<file path="src/rtl/instruction_compressor_pkg.sv">
// rtl/instruction_compressor_pkg.sv - shared encodings and types for the RV32I-to-RVC packer
package instruction_compressor_pkg;

  // RV32I major opcodes recognised by the compressor
  localparam logic [6:0] OP_LOAD   = 7'h03;
  localparam logic [6:0] OP_STORE  = 7'h23;
  localparam logic [6:0] OP_IMM    = 7'h13;
  localparam logic [6:0] OP_LUI    = 7'h37;
  localparam logic [6:0] OP_OP     = 7'h33;
  localparam logic [6:0] OP_JALR   = 7'h67;

  // RV32I funct3 values
  localparam logic [2:0] F3_WORD   = 3'b010;
  localparam logic [2:0] F3_ADD    = 3'b000;
  localparam logic [2:0] F3_SLL    = 3'b001;
  localparam logic [2:0] F3_SRX    = 3'b101;
  localparam logic [2:0] F3_XOR    = 3'b100;
  localparam logic [2:0] F3_OR     = 3'b110;
  localparam logic [2:0] F3_AND    = 3'b111;

  // RV32I funct7 values
  localparam logic [6:0] F7_BASE   = 7'b0000000;
  localparam logic [6:0] F7_ALT    = 7'b0100000;

  // RVC quadrants
  localparam logic [1:0] Q0        = 2'b00;
  localparam logic [1:0] Q1        = 2'b01;
  localparam logic [1:0] Q2        = 2'b10;

  // RVC funct3 values
  localparam logic [2:0] CF3_LW    = 3'b010;
  localparam logic [2:0] CF3_SW    = 3'b110;
  localparam logic [2:0] CF3_ADDI  = 3'b000;
  localparam logic [2:0] CF3_LUI   = 3'b011;
  localparam logic [2:0] CF3_MISC  = 3'b100;
  localparam logic [2:0] CF3_SLLI  = 3'b000;
  localparam logic [2:0] CF3_JALR  = 3'b100;

  // Fixed halfwords and the one fixed 32-bit pattern
  localparam logic [15:0] C_NOP       = 16'h0001;
  localparam logic [15:0] C_EBREAK    = 16'h9002;
  localparam logic [31:0] INST_EBREAK = 32'h0010_0073;

  typedef enum logic [1:0] {
    ST_ALIGNED = 2'd0,
    ST_HALF    = 2'd1,
    ST_FLUSH   = 2'd2
  } pack_state_e;

  // Registers x8..x15 are the only ones reachable by 3-bit RVC fields
  function automatic logic is_prime_reg(input logic [4:0] r);
    return r[4:3] == 2'b01;
  endfunction

endpackage

</file>
<file path="src/rtl/instruction_compressor_rvc_compress.sv">
// rtl/instruction_compressor_rvc_compress.sv - stateless RV32I to RVC matcher and encoder
module rvc_compress
  import instruction_compressor_pkg::*;
(
  input  logic [31:0] inst,
  output logic        ok,
  output logic [15:0] c
);

  logic [6:0]  opcode;
  logic [2:0]  funct3;
  logic [6:0]  funct7;
  logic [4:0]  rd;
  logic [4:0]  rs1;
  logic [4:0]  rs2;
  logic [11:0] imm_i;
  logic [11:0] imm_s;
  logic        rd_p;
  logic        rs1_p;
  logic        rs2_p;
  logic        imm_i_6bit;
  logic        lw_off_ok;
  logic        sw_off_ok;
  logic        lui_imm_ok;

  assign opcode = inst[6:0];
  assign funct3 = inst[14:12];
  assign funct7 = inst[31:25];
  assign rd     = inst[11:7];
  assign rs1    = inst[19:15];
  assign rs2    = inst[24:20];
  assign imm_i  = inst[31:20];
  assign imm_s  = {inst[31:25], inst[11:7]};

  assign rd_p  = is_prime_reg(rd);
  assign rs1_p = is_prime_reg(rs1);
  assign rs2_p = is_prime_reg(rs2);

  // Immediate fits a signed 6-bit field when bits 11..5 are a pure sign extension
  assign imm_i_6bit = (imm_i[11:5] == 7'h00) || (imm_i[11:5] == 7'h7f);

  // Word offsets 0..124: bits above 6 clear and word aligned
  assign lw_off_ok = (imm_i[11:7] == 5'd0) && (imm_i[1:0] == 2'd0);
  assign sw_off_ok = (imm_s[11:7] == 5'd0) && (imm_s[1:0] == 2'd0);

  // LUI upper immediate must be a sign-extended 6-bit nonzero value
  assign lui_imm_ok = ((inst[31:17] == 15'h0000) || (inst[31:17] == 15'h7fff)) &&
                      (inst[31:12] != 20'd0);

  // Match one compressible row and build its standard RVC encoding
  always_comb begin
    ok = 1'b0;
    c  = 16'h0000;
    case (opcode)
      OP_LOAD: begin
        if (funct3 == F3_WORD && rd_p && rs1_p && lw_off_ok) begin
          ok = 1'b1;
          c  = {CF3_LW, imm_i[5:3], rs1[2:0], imm_i[2], imm_i[6], rd[2:0], Q0};
        end
      end
      OP_STORE: begin
        if (funct3 == F3_WORD && rs1_p && rs2_p && sw_off_ok) begin
          ok = 1'b1;
          c  = {CF3_SW, imm_s[5:3], rs1[2:0], imm_s[2], imm_s[6], rs2[2:0], Q0};
        end
      end
      OP_LUI: begin
        if (rd != 5'd0 && rd != 5'd2 && lui_imm_ok) begin
          ok = 1'b1;
          c  = {CF3_LUI, inst[17], rd, inst[16:12], Q1};
        end
      end
      OP_IMM: begin
        case (funct3)
          F3_ADD: begin
            if (rd == rs1 && rd != 5'd0 && imm_i_6bit && imm_i != 12'd0) begin
              ok = 1'b1;
              c  = {CF3_ADDI, imm_i[5], rd, imm_i[4:0], Q1};
            end
          end
          F3_SLL: begin
            if (funct7 == F7_BASE && rd == rs1 && rd != 5'd0 && rs2 != 5'd0) begin
              ok = 1'b1;
              c  = {CF3_SLLI, 1'b0, rd, rs2, Q2};
            end
          end
          F3_SRX: begin
            if ((funct7 == F7_BASE || funct7 == F7_ALT) && rd == rs1 && rd_p &&
                rs2 != 5'd0) begin
              ok = 1'b1;
              c  = {CF3_MISC, 1'b0, 1'b0, funct7 == F7_ALT, rd[2:0], rs2, Q1};
            end
          end
          F3_AND: begin
            if (rd == rs1 && rd_p && imm_i_6bit) begin
              ok = 1'b1;
              c  = {CF3_MISC, imm_i[5], 2'b10, rd[2:0], imm_i[4:0], Q1};
            end
          end
          default: ok = 1'b0;
        endcase
      end
      OP_OP: begin
        if (rd == rs1 && rd_p && rs2_p) begin
          if (funct7 == F7_ALT && funct3 == F3_ADD) begin
            ok = 1'b1;
            c  = {CF3_MISC, 1'b0, 2'b11, rd[2:0], 2'b00, rs2[2:0], Q1};
          end else if (funct7 == F7_BASE && funct3 == F3_XOR) begin
            ok = 1'b1;
            c  = {CF3_MISC, 1'b0, 2'b11, rd[2:0], 2'b01, rs2[2:0], Q1};
          end else if (funct7 == F7_BASE && funct3 == F3_OR) begin
            ok = 1'b1;
            c  = {CF3_MISC, 1'b0, 2'b11, rd[2:0], 2'b10, rs2[2:0], Q1};
          end else if (funct7 == F7_BASE && funct3 == F3_AND) begin
            ok = 1'b1;
            c  = {CF3_MISC, 1'b0, 2'b11, rd[2:0], 2'b11, rs2[2:0], Q1};
          end
        end
      end
      OP_JALR: begin
        if (funct3 == F3_ADD && rd == 5'd1 && rs1 != 5'd0 && imm_i == 12'd0) begin
          ok = 1'b1;
          c  = {CF3_JALR, 1'b1, rs1, 5'd0, Q2};
        end
      end
      default: begin
        if (inst == INST_EBREAK) begin
          ok = 1'b1;
          c  = C_EBREAK;
        end
      end
    endcase
  end

endmodule

</file>
<file path="src/rtl/instruction_compressor.sv">
// rtl/instruction_compressor.sv - packs an RV32I stream into mixed 16/32-bit memory words
module instruction_compressor
  import instruction_compressor_pkg::*;
(
  input  logic        clk,
  input  logic        rst,
  input  logic        in_valid,
  output logic        in_ready,
  input  logic [31:0] in_inst,
  input  logic        in_last,
  output logic        out_valid,
  input  logic        out_ready,
  output logic [31:0] out_word,
  output logic        out_last,
  output logic [15:0] comp_count
);

  pack_state_e state;
  pack_state_e state_nx;
  logic [15:0] pend;
  logic [15:0] pend_nx;
  logic        c_ok;
  logic [15:0] c_half;
  logic        out_free;
  logic        accept;
  logic        load;
  logic [31:0] word_nx;
  logic        last_nx;

  rvc_compress u_rvc (
    .inst (in_inst),
    .ok   (c_ok),
    .c    (c_half)
  );

  // Output register can take a new word when empty or being drained this cycle
  assign out_free = !out_valid || out_ready;
  assign in_ready = (state != ST_FLUSH) && out_free;
  assign accept   = in_valid && in_ready;

  // State, pending halfword and pipeline register
  always_ff @(posedge clk) begin
    if (rst) begin
      state <= ST_ALIGNED;
      pend  <= 16'h0000;
    end else begin
      state <= state_nx;
      pend  <= pend_nx;
    end
  end

  // Packing decisions: where the accepted instruction lands and what word is emitted
  always_comb begin
    state_nx = state;
    pend_nx  = pend;
    load     = 1'b0;
    word_nx  = out_word;
    last_nx  = out_last;
    case (state)
      ST_ALIGNED: begin
        if (accept) begin
          if (c_ok) begin
            pend_nx  = c_half;
            state_nx = in_last ? ST_FLUSH : ST_HALF;
          end else begin
            load    = 1'b1;
            word_nx = in_inst;
            last_nx = in_last;
          end
        end
      end
      ST_HALF: begin
        if (accept) begin
          load = 1'b1;
          if (c_ok) begin
            word_nx  = {c_half, pend};
            last_nx  = in_last;
            state_nx = ST_ALIGNED;
          end else begin
            // Upper half of the 32-bit instruction spills into the next word
            word_nx  = {in_inst[15:0], pend};
            last_nx  = 1'b0;
            pend_nx  = in_inst[31:16];
            state_nx = in_last ? ST_FLUSH : ST_HALF;
          end
        end
      end
      ST_FLUSH: begin
        if (out_free) begin
          load     = 1'b1;
          word_nx  = {C_NOP, pend};
          last_nx  = 1'b1;
          pend_nx  = 16'h0000;
          state_nx = ST_ALIGNED;
        end
      end
      default: state_nx = ST_ALIGNED;
    endcase
  end

  // Registered output word; only reloaded when the slot is free, so it holds under stall
  always_ff @(posedge clk) begin
    if (rst) begin
      out_valid <= 1'b0;
      out_word  <= 32'h0000_0000;
      out_last  <= 1'b0;
    end else if (load) begin
      out_valid <= 1'b1;
      out_word  <= word_nx;
      out_last  <= last_nx;
    end else if (out_ready) begin
      out_valid <= 1'b0;
    end
  end

  // Saturating count of instructions accepted in compressed form
  always_ff @(posedge clk) begin
    if (rst) begin
      comp_count <= 16'h0000;
    end else if (accept && c_ok && comp_count != 16'hffff) begin
      comp_count <= comp_count + 16'h0001;
    end
  end

endmodule

</file>
<file path="config.mk">
export PLATFORM = sky130hd
export DESIGN_NAME = instruction_compressor
export DESIGN_NICKNAME = d
export VERILOG_FILES = /design/src/rtl/instruction_compressor_pkg.sv /design/src/rtl/instruction_compressor_rvc_compress.sv /design/src/rtl/instruction_compressor.sv
export SDC_FILE = /design/constraint.sdc
export NUM_CORES = 1
export LEC_CHECK = 0
export BUFFER_PORTS_ARGS = -buffer_cell sky130_fd_sc_hd__buf_4
export CAP_MARGIN = 20
export CORE_AREA = 10 10 98 100
export CTS_BUF_LIST = sky130_fd_sc_hd__clkbuf_4 sky130_fd_sc_hd__clkbuf_8
export CTS_CLUSTER_DIAMETER = 50
export DETAILED_ROUTE_END_ITERATION = 7
export DIE_AREA = 0 0 108 110
export GPL_ROUTABILITY_DRIVEN = 1
export GPL_TIMING_DRIVEN = 0
export PLACE_DENSITY = 0.95
export SYNTH_ARGS = -nofsm -noshare
export SYNTH_HDL_FRONTEND = slang
export SYNTH_HIERARCHICAL = 1
export SYNTH_SLANG_ARGS = --single-unit
</file>
<file path="constraint.sdc">
create_clock -name clk -period 8.4 [get_ports clk]
set_input_delay 0.84 -clock clk [delete_from_list [all_inputs] [get_ports clk]]
set_output_delay 0.84 -clock clk [all_outputs]
set_load 0.03 [all_outputs]
</file>
==> results.toml <==
[run_status]
status = "completed"

[timing]
timing.slew.headroom = 0.475
final_min_period_over_clock_period = 0.522
grt_setup_unrepaired = "false"
clock.fmax_mhz = 228
hold_viol = 0
number_of_max_slew_violations_in_the_final_report = 0
report.final.setup_viol = 0
min_clock_period_post_route_ps = 4390
fin_worst_skew_ps = 7.10
finalSetupTns_ps = 0
worst_pin_slew_ps = 787

[yosys]
synth_async_sr_flop_share = 0
synth.cell_area_mm2 = 0.00451
cell_count_after_synthesis = 523
synth.yosys.seq_area_share = 0.302
synth_fp_nets = 565
synth_cell_types = 61
synthFlopType = "sky130_fd_sc_hd__dfxtp_1"
register_bit_count_reported_by_yosys = 68
syn_avg_cell_area_um2 = 8.61
synthesis.yosys.warnings = 6
synth_enable_flop_cells = 0

[final_layout]
layout.cells.most_common_list = "87 x sky130_fd_sc_hd__buf_4, 68 x sky130_fd_sc_hd__dfxtp_1, 59 x sky130_fd_sc_hd__nor2_1, 32 x sky130_fd_sc_hd__mux2i_1, 30 x sky130_fd_sc_hd__a21oi_1"
layout.cells.most_common = "sky130_fd_sc_hd__buf_4"
nFillCells = 585
areaGrowthSynthToFinish_pct = 22.7
post_route_cells_drive_above_1_share = 0.266
final_net_count = 662
n_antenna_cell = 0
finalNonFillerCells = 727

[drt]
wire_per_inst_um = 22.9
route.final.wire_length_um = 16700
route.detailed.vias_per_inst = 6.71
dr_total_vias = 4877
dr.pass1.iters = 6
antenna_left = 0
detail_route.drc_violations = 0
drt_iter0_markers = 558

[worst_setup_path]
critical_path_class = "in -> reg"
cp_num_buf_inv = 5
critPathMaxFanout = 10
cp_slowest_stage_delay_ps = 450
worstSetupEndpointType = "flip-flop"
cp_data_required_time_ps = 8610
worstSetupStartpointType = "input pin"
slowest_stage = "sky130_fd_sc_hd__nor4b_1"
critPathTopFamily = "simple AND/OR/NAND/NOR gates"
crit_chain = "buf_4 > nand4bb_1 > nor4b_1 > and3_1 > clkbuf_1 > o21ai_0 > a21oi_2 > a211o_2 > a211o_1 > buf_2 > nor2b_1 > o21ai_0 > a211o_1 > buf_6 > buf_6 > nor2b_1 > nor3_2"
worst_ep_arrival_time_ps = 4600

[floorplan]
fp.dieArea_mm2 = 0.0119
die-height_um = 110
placementRows = 32
floorplan.io_pins = 88
floorplan.initialDensity = 0.589
die_width_um = 108
area_of_the_core_mm2 = 0.00765

[clock_network]
clk_pin_slew_worst_paths_ps = 80
postCtsHoldBufs = 0
post_cts_buffers = 0
cts.sink_count = 68
clock_tree_from_tritoncts = "yes"
cts.htree.levels = 3
cts_root_buffer = "sky130_fd_sc_hd__clkbuf_8"
max-clock-path-buffers = 2
post_cts_resize_count = 0
clkLatencyLatePin_ps = 350
cts-buffers-inserted = 9

[pwr]
powerDensity_mw_per_mm2 = 227
sw_frac_of_total = 0.387
largest_vdd_supply_drop_v = 0.0000999
power_frac_comb = 0.396
cellLeakagePower_nw = 2.19
p_switching_uw = 486
clock_power_share = 0.272
intPower_uw = 768
p_seq_frac = 0.332

[grt]
grt.busiest_layer = "met2"
grt_overflow = 0
grt_use_met2 = 0.469
antenna_violations_before_repair = 0
grt_use_met3 = 0.0673
wire_length_of_the_first_global_routing_pass_um = 26000
grt_pass1_vias = 4897
met1_usage = 0.315
maximum_number_of_pins_on_one_net_before_global_route_repair = 13
grt_usage = 0.277

[placed_design]
gpl.final_weighted_congestion = 1.10
io_buffer_count = 86
dp_hpwl_um = 12100
dp_cells = 711

[hold_path]
hold_class = "reg -> reg"

[run]
timing.max_cap.violations = 0
==> routing by layer <==
layer  wire [µm]  up-vias  share of wire
met5           0        -              0
met4         776        0          0.047
met3        1800       70           0.11
met2        8040      369           0.48
met1        6050     2293           0.36
li1            -     2145              -
==> power by group through the flow <==
stage / combinational, mW / clock, mW / sequential [mW]
finish: 0.497 / 0.341 / 0.417
global route: 0.529 / 0.351 / 0.422
CTS: 0.490 / 0.338 / 0.416
detailed placement: 0.480 / 0 / 0.422
global placement: 0.464 / 0 / 0.417
floorplan: 0.263 / 0 / 0.480
==> cells by family after synthesis <==
| family | count (synthesis) | synth area share |
|---|---|---|
| buffers and inverters | 53 | 0.0589 |
| adders and majority gates | 5 | 0.0139 |
| and+or+nand+nor | 218 | 0.284 |
| xor gates and xnor gates | 19 | 0.0369 |
| DFF | 68 | 0.302 |
| muxes | 34 | 0.0761 |
| AOI/OAI and AO/OA | 126 | 0.228 |
==> sequential cells by signal (all words and copies together) (netlist names) <==
register,cells
out_word,32
comp_count,16
pend,16
state,2
out_last,1
out_valid,1
==> area by class of cell <==
cell class              instances  area [µm²]  area share
clock buffers                  10         138      0.0249
flip-flops and latches         68        1360       0.246
inverters                      14        52.6     0.00951
well taps                     102         128      0.0231
multi-input cells             402        2880       0.521
repair buffers                 86         646       0.117
plain buffers                  39         213      0.0385
clock inverters                 6         111      0.0201
==> worst paths after layout <==
path / end / startpoint / slack [ps] / cells after the start
max: out_word[9]$_SDFFE_PP0P_ / in_inst[2] / 4010 / 17
min: out_word[16]$_SDFFE_PP0P_ / out_word[16]$_SDFFE_PP0P_ / 490 / 2
max reg2reg: out_word[9]$_SDFFE_PP0P_ / state[0]$_SDFFE_PP0P_ / 6010 / 7
min reg2reg: out_word[16]$_SDFFE_PP0P_ / out_word[16]$_SDFFE_PP0P_ / 490 / 2
==> cell usage after synthesis, types with 2 or more instances <==
cell type | n | area share
sky130_fd_sc_hd__nand3b_1 | 4 | 0.0067
sky130_fd_sc_hd__a221oi_2 | 17 | 0.057
sky130_fd_sc_hd__a22o_1 | 3 | 0.0058
sky130_fd_sc_hd__a211oi_1 | 20 | 0.033
sky130_fd_sc_hd__a21oi_1 | 30 | 0.033
sky130_fd_sc_hd__or2_2 | 2 | 0.0028
sky130_fd_sc_hd__nor2_1 | 59 | 0.049
sky130_fd_sc_hd__a22oi_1 | 5 | 0.0083
sky130_fd_sc_hd__o2bb2ai_1 | 16 | 0.031
sky130_fd_sc_hd__buf_2 | 8 | 0.0089
sky130_fd_sc_hd__and4_1 | 3 | 0.0058
sky130_fd_sc_hd__a211o_1 | 4 | 0.0078
sky130_fd_sc_hd__nand4b_1 | 2 | 0.0039
sky130_fd_sc_hd__clkbuf_1 | 22 | 0.018
sky130_fd_sc_hd__or4_1 | 2 | 0.0033
sky130_fd_sc_hd__nand4_1 | 10 | 0.014
sky130_fd_sc_hd__nor2b_1 | 23 | 0.032
sky130_fd_sc_hd__ha_1 | 5 | 0.014
sky130_fd_sc_hd__nor4b_1 | 3 | 0.0058
sky130_fd_sc_hd__o21ai_0 | 10 | 0.011
sky130_fd_sc_hd__nand3_1 | 14 | 0.016
sky130_fd_sc_hd__nor4_1 | 12 | 0.017
sky130_fd_sc_hd__mux2i_1 | 32 | 0.071
sky130_fd_sc_hd__xnor2_1 | 19 | 0.037
sky130_fd_sc_hd__and3_1 | 21 | 0.029
sky130_fd_sc_hd__nor3_2 | 18 | 0.040
sky130_fd_sc_hd__dfxtp_1 | 68 | 0.30
sky130_fd_sc_hd__buf_6 | 7 | 0.017
sky130_fd_sc_hd__nor3_1 | 8 | 0.0089
sky130_fd_sc_hd__o22ai_1 | 2 | 0.0028
sky130_fd_sc_hd__inv_1 | 14 | 0.012
sky130_fd_sc_hd__nand2b_1 | 6 | 0.0083
sky130_fd_sc_hd__or3_1 | 2 | 0.0028
sky130_fd_sc_hd__a21o_1 | 3 | 0.0050
sky130_fd_sc_hd__a221o_1 | 3 | 0.0067
sky130_fd_sc_hd__o31ai_1 | 3 | 0.0050
sky130_fd_sc_hd__or4_4 | 2 | 0.0050
sky130_fd_sc_hd__nand2_1 | 18 | 0.015
==> metrics by stage <==
step	total power, mW	setup slack [ps]	area (µm²)	utilization	hold WS (ps)
finish	1.25	4010	5530	0.723	488
global route	1.30	3810	5530	0.723	491
CTS	1.24	4130	5530	0.723	482
detailed placement	0.902	3890	5280	0.690	472
global placement	0.881	3990	5280	0.690	459
floorplan	0.743	4440	4510	-	491
==> tightest hold or removal path, delay by kind of cell, from the launching register on <==
| family | cells | cell delay (ps) |
|---|---|---|
| compound gates | 1 | 50 |
| flops | 1 | 330 |
| simple gates | 1 | 60 |
(Power assumes the default switching activity.)
